File: config.mk
export PLATFORM = sky130hd
export DESIGN_NAME = mem_arbiter
export DESIGN_NICKNAME = d
export VERILOG_FILES = /design/src/rtl/mem_arbiter.sv
export SDC_FILE = /design/constraint.sdc
export NUM_CORES = 1
export LEC_CHECK = 0
export ABC_AREA = 1
export CORE_AREA = 10 10 312 314
export CTS_BUF_LIST = sky130_fd_sc_hd__clkbuf_16
export CTS_CLUSTER_DIAMETER = 60
export DETAILED_ROUTE_END_ITERATION = 8
export DIE_AREA = 0 0 322 324
export PLACE_DENSITY_LB_ADDON = 0.15
export SLEW_MARGIN = 10
export SYNTH_ARGS = -nofsm -noshare
export SYNTH_HDL_FRONTEND = slang
export SYNTH_SLANG_ARGS = --single-unit
File: constraint.sdc
create_clock -name clk -period 1.75 [get_ports clk]
set_clock_uncertainty 0.2 [all_clocks]
set_input_delay 0.35 -clock clk [delete_from_list [all_inputs] [get_ports clk]]
set_output_delay 0.35 -clock clk [all_outputs]
set_load 0.05 [all_outputs]
File: src/rtl/mem_arbiter.sv
// mem_arbiter: two-requester (instruction cache / data cache) arbiter for one
// shared physical-memory port. Round-robin on ties, one grant at a time, one
// IDLE cycle between transactions.
//
// Ports
//   clk, reset                 rising-edge clock, synchronous active-high reset
//   i_read/i_write/i_address/i_wdata -> i_resp/i_rdata   instruction-side port
//   d_read/d_write/d_address/d_wdata -> d_resp/d_rdata   data-side port
//   pmem_read/pmem_write/pmem_address/pmem_wdata -> pmem_resp/pmem_rdata
//                              shared memory port (request out, completion in)
module mem_arbiter #(
   localparam int unsigned ADDR_W = 16,
   localparam int unsigned LINE_W = 128
) (
   input  logic              clk,
   input  logic              reset,

   input  logic              i_read,
   input  logic              i_write,
   input  logic [ADDR_W-1:0] i_address,
   input  logic [LINE_W-1:0] i_wdata,
   output logic              i_resp,
   output logic [LINE_W-1:0] i_rdata,

   input  logic              d_read,
   input  logic              d_write,
   input  logic [ADDR_W-1:0] d_address,
   input  logic [LINE_W-1:0] d_wdata,
   output logic              d_resp,
   output logic [LINE_W-1:0] d_rdata,

   output logic              pmem_read,
   output logic              pmem_write,
   output logic [ADDR_W-1:0] pmem_address,
   output logic [LINE_W-1:0] pmem_wdata,
   input  logic              pmem_resp,
   input  logic [LINE_W-1:0] pmem_rdata
);

   typedef enum logic [1:0] {
      IDLE    = 2'd0,
      GRANT_I = 2'd1,
      GRANT_D = 2'd2
   } state_e;

   state_e state_q, state_d;
   // Side that received the most recent grant: 0 = I, 1 = D.
   logic   last_grant_q, last_grant_d;

   logic   i_pend, d_pend;

   assign i_pend = i_read | i_write;
   assign d_pend = d_read | d_write;

   // State register; reset leaves last_grant = D so the first tie goes to I.
   always_ff @(posedge clk) begin
      if (reset) begin
         state_q      <= IDLE;
         last_grant_q <= 1'b1;
      end else begin
         state_q      <= state_d;
         last_grant_q <= last_grant_d;
      end
   end

   // Next-state: arbitrate only from IDLE, leave a grant only on pmem_resp.
   always_comb begin
      state_d      = state_q;
      last_grant_d = last_grant_q;
      case (state_q)
         IDLE: begin
            // On a tie I wins only if D was granted last.
            if (i_pend && (!d_pend || last_grant_q)) begin
               state_d      = GRANT_I;
               last_grant_d = 1'b0;
            end else if (d_pend) begin
               state_d      = GRANT_D;
               last_grant_d = 1'b1;
            end
         end
         GRANT_I, GRANT_D: begin
            if (pmem_resp) state_d = IDLE;
         end
         default: state_d = IDLE;
      endcase
   end

   // Output steering; forced quiet while reset is asserted so an abandoned
   // transaction produces no request and no completion.
   always_comb begin
      pmem_read    = 1'b0;
      pmem_write   = 1'b0;
      pmem_address = '0;
      pmem_wdata   = '0;
      i_resp       = 1'b0;
      d_resp       = 1'b0;
      if (!reset) begin
         case (state_q)
            GRANT_I: begin
               pmem_read    = i_read;
               pmem_write   = i_write;
               pmem_address = i_address;
               pmem_wdata   = i_wdata;
               i_resp       = pmem_resp;
            end
            GRANT_D: begin
               pmem_read    = d_read;
               pmem_write   = d_write;
               pmem_address = d_address;
               pmem_wdata   = d_wdata;
               d_resp       = pmem_resp;
            end
            default: ;
         endcase
      end
   end

   // Read data is broadcast; each side qualifies it with its own resp.
   assign i_rdata = pmem_rdata;
   assign d_rdata = pmem_rdata;

endmodule

; Yosys cells after proc, flatten, opt, wreduce, memory -nomap -nowiden
; Cells that the tools add are included.
[totals]
ff_bits = 3
latchBits = 0
mem_bits_rw = 0
mem_bits_ro = 0
out_inout_bits = 404
wordCells = 34
mem_count = 0
[op_classes]
addsub = 0
n_mul = 0
div_mod_pow = 0
order_cmp = 0
n_eq_ne = 4
n_shift = 0
n_mux = 18
bitwise = 2
n_reduce_logical = 8
[ops]
columns = op, n
row1 = $pmux W128 S2, 1
row2 = $mux W128, 1
row3 = $pmux W16 S2, 1
row4 = $mux W16, 1
row5 = $mux W1, 8
row6 = $mux W2, 3
row7 = $pmux W1 S2, 2
row8 = $pmux W2 S2, 1
row9 = $reduce_and A2 Y1, 2
row10 = $ne A3 B3 Y1 const B, 1
row11 = $eq A2 B1 Y1 const B, 1
row12 = $eq A2 B2 Y1 const B, 1
row13 = $logic_not A2 Y1, 1
row14 = $ne A2 B2 Y1 const B, 1
row15 = $or A1 B1 Y1, 2
row16 = $reduce_bool A2 Y1, 1
row17 = $reduce_or A2 Y1, 1
row18 = $logic_and A1 B1 Y1, 1
row19 = $logic_not A1 Y1, 1
row20 = $logic_or A1 B1 Y1, 1

; Logic depth before layout (Yosys ltp)
[logic_depth]
ltp_word = 6
mapped_depth = 8

; Worst setup path after synthesis
; No wires, ideal clock.
[synth_timing]
path_type = reg2out
startpoint = register state_q[0]
endpoint = output pmem_address[0]
arrival_time_ns = 1.956
setup_slack_ns = -0.756
path_stages_with_launch = 8
path_buffers = 2
cell_sequence = dfxtp_1 -> inv_1 -> ha_1 -> inv_1 -> or2_1 -> buf_6 -> buf_6 -> a21oi_1
[synth_between]
elab_chain_cells = 3
elab_cells_between_ends = 4
classes_between = 2 x eq/ne / 2 x mux
[synth_lines]
columns = element, line
row1 = "start, declared", 46  ; state_e state_q, state_d;
row2 = "start signal, assigned", 61  ; state_q <= state_d;
row3 = $eq A2 B2 Y1 or $eq A2 B1 Y1 (tied branches), 98  ; case (state_q)
row4 = $pmux W16 S2 *, 98
row5 = $mux W16 *, 97  ; if (!reset) begin
row6 = "end, declared", 34  ; output logic [ADDR_W-1:0] pmem_address,
; Mark *: on every way between the ends. The rest lies on a longest branch, timed or not.

; Final worst setup path
[layout_timing]
startpoint = register state_q[1]
endpoint = output pmem_address[9]
; The elaborated chain is that of the path after synthesis.

==> results.cfg <==
[outcome]
status = finished, violations left
violations = setup timing

[clocking]
clock_latency_ns = 0.23
cts_sinks = 3
htree_levels = 1
clkTransAtPathRegs_ns = 0.03
cts.hold.buffers_added = 0
cts-root-buf = clkbuf_16
cts_tree = done
numCtsBuffers = 3
clockBufferDepth = 2

[timing]
finalCriticalPeriod_ns = 2.47
period_share_pct = 141
finalWorstSetupSlack_ns = -0.717
rsz0062_at_grt = yes
hold_violations = 0
max_freq_mhz = 405
finalSetupViolCount = 148
maxSlewHeadroom_pct = 75.7
tightest_slew_ns = 0.363
drv_slew = 0

[power_and_ir_drop]
total_power_mw = 5.41
peakVddDrop_v = 0.000230
p_per_area_mw_per_mm2 = 513
p_leak_nw = 3.15

[hold_path]
hold_path_end = last_grant_q
min_path_type = flop to flop
min_from = last_grant_q
hold_depth = 2

[synth]
yosysUniqueCellTypes = 15
syn_nets = 1204
async_flop_share_pct = 0
synth_top_area_cell = buf_4
yosys-top-cells-count = nand2_1 (300), buf_4 (259), a21oi_2 (100)
synth_area_leaders = buf_4 (42%), nand2_1 (24%), a21oi_2 (19%)
synth_edf_count = 0
synth_top_area_share_pct = 41.7
synth_ff_type = dfxtp_1
synth_area_mm2 = 0.00466
postSynthAreaPerCell_um2 = 5.99
yosysMostFrequentCell = nand2_1
ys_ff_latch = 3
seq_area_frac_synth_pct = 1.29
yosysWarnings = 0
syn_inst = 778

[cells_and_area]
finalNonFillerCells = 2176
antenna_cells = 0
multi_input_area_mm2 = 0.00308
layout.area.seq_um2 = 62.6
syn_to_final_growth_pct = 126
drive_gt1_share_pct = 38.6
nFillCells = 10600
final_net_count = 1417

[drt]
via_per_inst = 2.62
drt_iter0_drc = 165
drt_wl_total_mm = 39.2
remaining_drc_errors = 0
firstDrtPassIters = 4
drtAntennaViolNets = 0
wl_per_cell_um = 18.0
dr_total_vias = 5698

[critical_path]
crit_path_end_kind = output port
r2r_end = state_q[0]
cp_common_cell = inv_2
worstSetupStartpointType = flop
setup.worst_path.class = flop to output port
regToRegStartpoint = state_q[1]
path_delay_family = buffers and inverters
rr_worst_depth = 9
path_cells = inv_2 > ha_4 > inv_2 > or2_4 > buf_12 > bufbuf_16 > a21oi_2 > buf_6
path_buf_inv = 5
crit_path_max_incr_delay_ns = 0.32
crit_slowest_cell = dfxtp_2
r2r_setup_slack_ns = 0.24
cp_max_fo = 8
required_ns = 1.20
cp.arrival_ns = 1.92
crit_start = state_q[1]

[floorplanning]
core_area_mm2 = 0.0911
dieArea_mm2 = 0.104
design.portCount = 827
rows = 111
start_util_pct = 5.12
die_h_um = 324
die_w_um = 322

[global_route]
antenna_found_initial = 6
grt_pass1_wl_mm = 48.0
grt_pass1_vias = 6384
grt.total_usage_pct = 6.31
grt_overflow = 0
grt_max_degree = 53

[placed_design]
place_inst = 2156
dp_slack_ns = -0.818
gp_congestion = 0.725
portBuffers = 442
place_hpwl_mm = 30.9

[flow_run]
drv_cap = 0
==> how the worst max path moves through the flow <==
stage	to	slack, ns	cells past startpoint
floorplan	pmem_address[0]	-0.46	7
global placement	pmem_wdata[96]	-0.83	6
detailed placement	pmem_wdata[96]	-0.82	6
CTS	pmem_wdata[96]	-0.75	8
global route	pmem_address[11]	-0.79	8
finish	pmem_address[9]	-0.72	8
==> final cells by class <==
| class | instances | share of cell area, % |
|---|---|---|
| Timing Repair Buffer | 512 | 55.1 |
| Multi-Input combinational cell | 464 | 29.2 |
| Tap cell | 1186 | 14.1 |
| Clock buffer | 3 | 0.712 |
| Sequential cell | 3 | 0.594 |
| Inverter | 7 | 0.249 |
| Clock inverter | 1 | 0.0356 |
==> cells in the final DEF (no fill, tap or decap), drive strengths merged <==
cell	count
clkbuf	7
nand2	300
ha	3
clkdlybuf4s50	294
a21oi	150
o21ai	2
nand3	2
bufbuf	1
buf	213
nor2	6
or2	1
dfxtp	3
inv	8
==> through the flow <==
stage | area [um^2] | setup TNS (ns) | hold WS [ns] | util (%)
floorplan | 4870 | -65.99 | 0.212 | -
global placement | 8830 | -82.55 | 0.261 | 9.69
detailed placement | 8830 | -87.21 | 0.261 | 9.69
CTS | 9860 | -99.47 | 0.268 | 10.8
global route | 10500 | -101.97 | 0.292 | 11.6
finish | 10500 | -91.32 | 0.269 | 11.6
==> power by group <==
| part | internal, mW | total (mW) | leakage, nW | switching [mW] |
|---|---|---|---|---|
| clock network | 0.295 | 0.362 | 0.0423 | 0.0674 |
| registers | 0.0859 | 0.0940 | 0.0256 | 0.00806 |
| logic | 2.10 | 4.95 | 3.08 | 2.85 |
==> state kept, by name, summed over array words and instances, names as in the netlist <==
register / count
last_grant_q: 1
state_q: 2
==> logic make-up (layout without fill, tap and decap cells) <==
kind of cell	after synthesis	in the layout	share of synthesized area [%]
buffers and inverters	311	523	48.6
and+or+nand+nor	309	309	25.0
AOI/OAI and AO/OA	152	152	24.4
adders and majority gates	3	3	0.805
DFF	3	3	1.29
==> tightest hold or removal path: cells and delay by family (launching register included) <==
family | cells | cell delay, ns
AO/OA/AOI/OAI | 2 | 0.12
flip-flops | 1 | 0.31
==> timing repair <==
item,CTS,global route
gates cloned,4,6
gates resized for setup,190,88
endpoints found under the setup margin,148,150
setup buffers,1,7
pin swaps,2,2
==> metal layers <==
| metal | vias to the layer above | routed length, um | track usage, % | share of wire (%) |
|---|---|---|---|---|
| met5 | - | 54 | 0 | 0.14 |
| met4 | 8 | 1510 | 2.29 | 3.9 |
| met3 | 125 | 5050 | 3.19 | 13 |
| met2 | 450 | 17800 | 10.4 | 45 |
| met1 | 2503 | 14800 | 6.92 | 38 |
| li1 | 2612 | - | - | - |
Note: power is estimated with default switching activity, not from simulation.
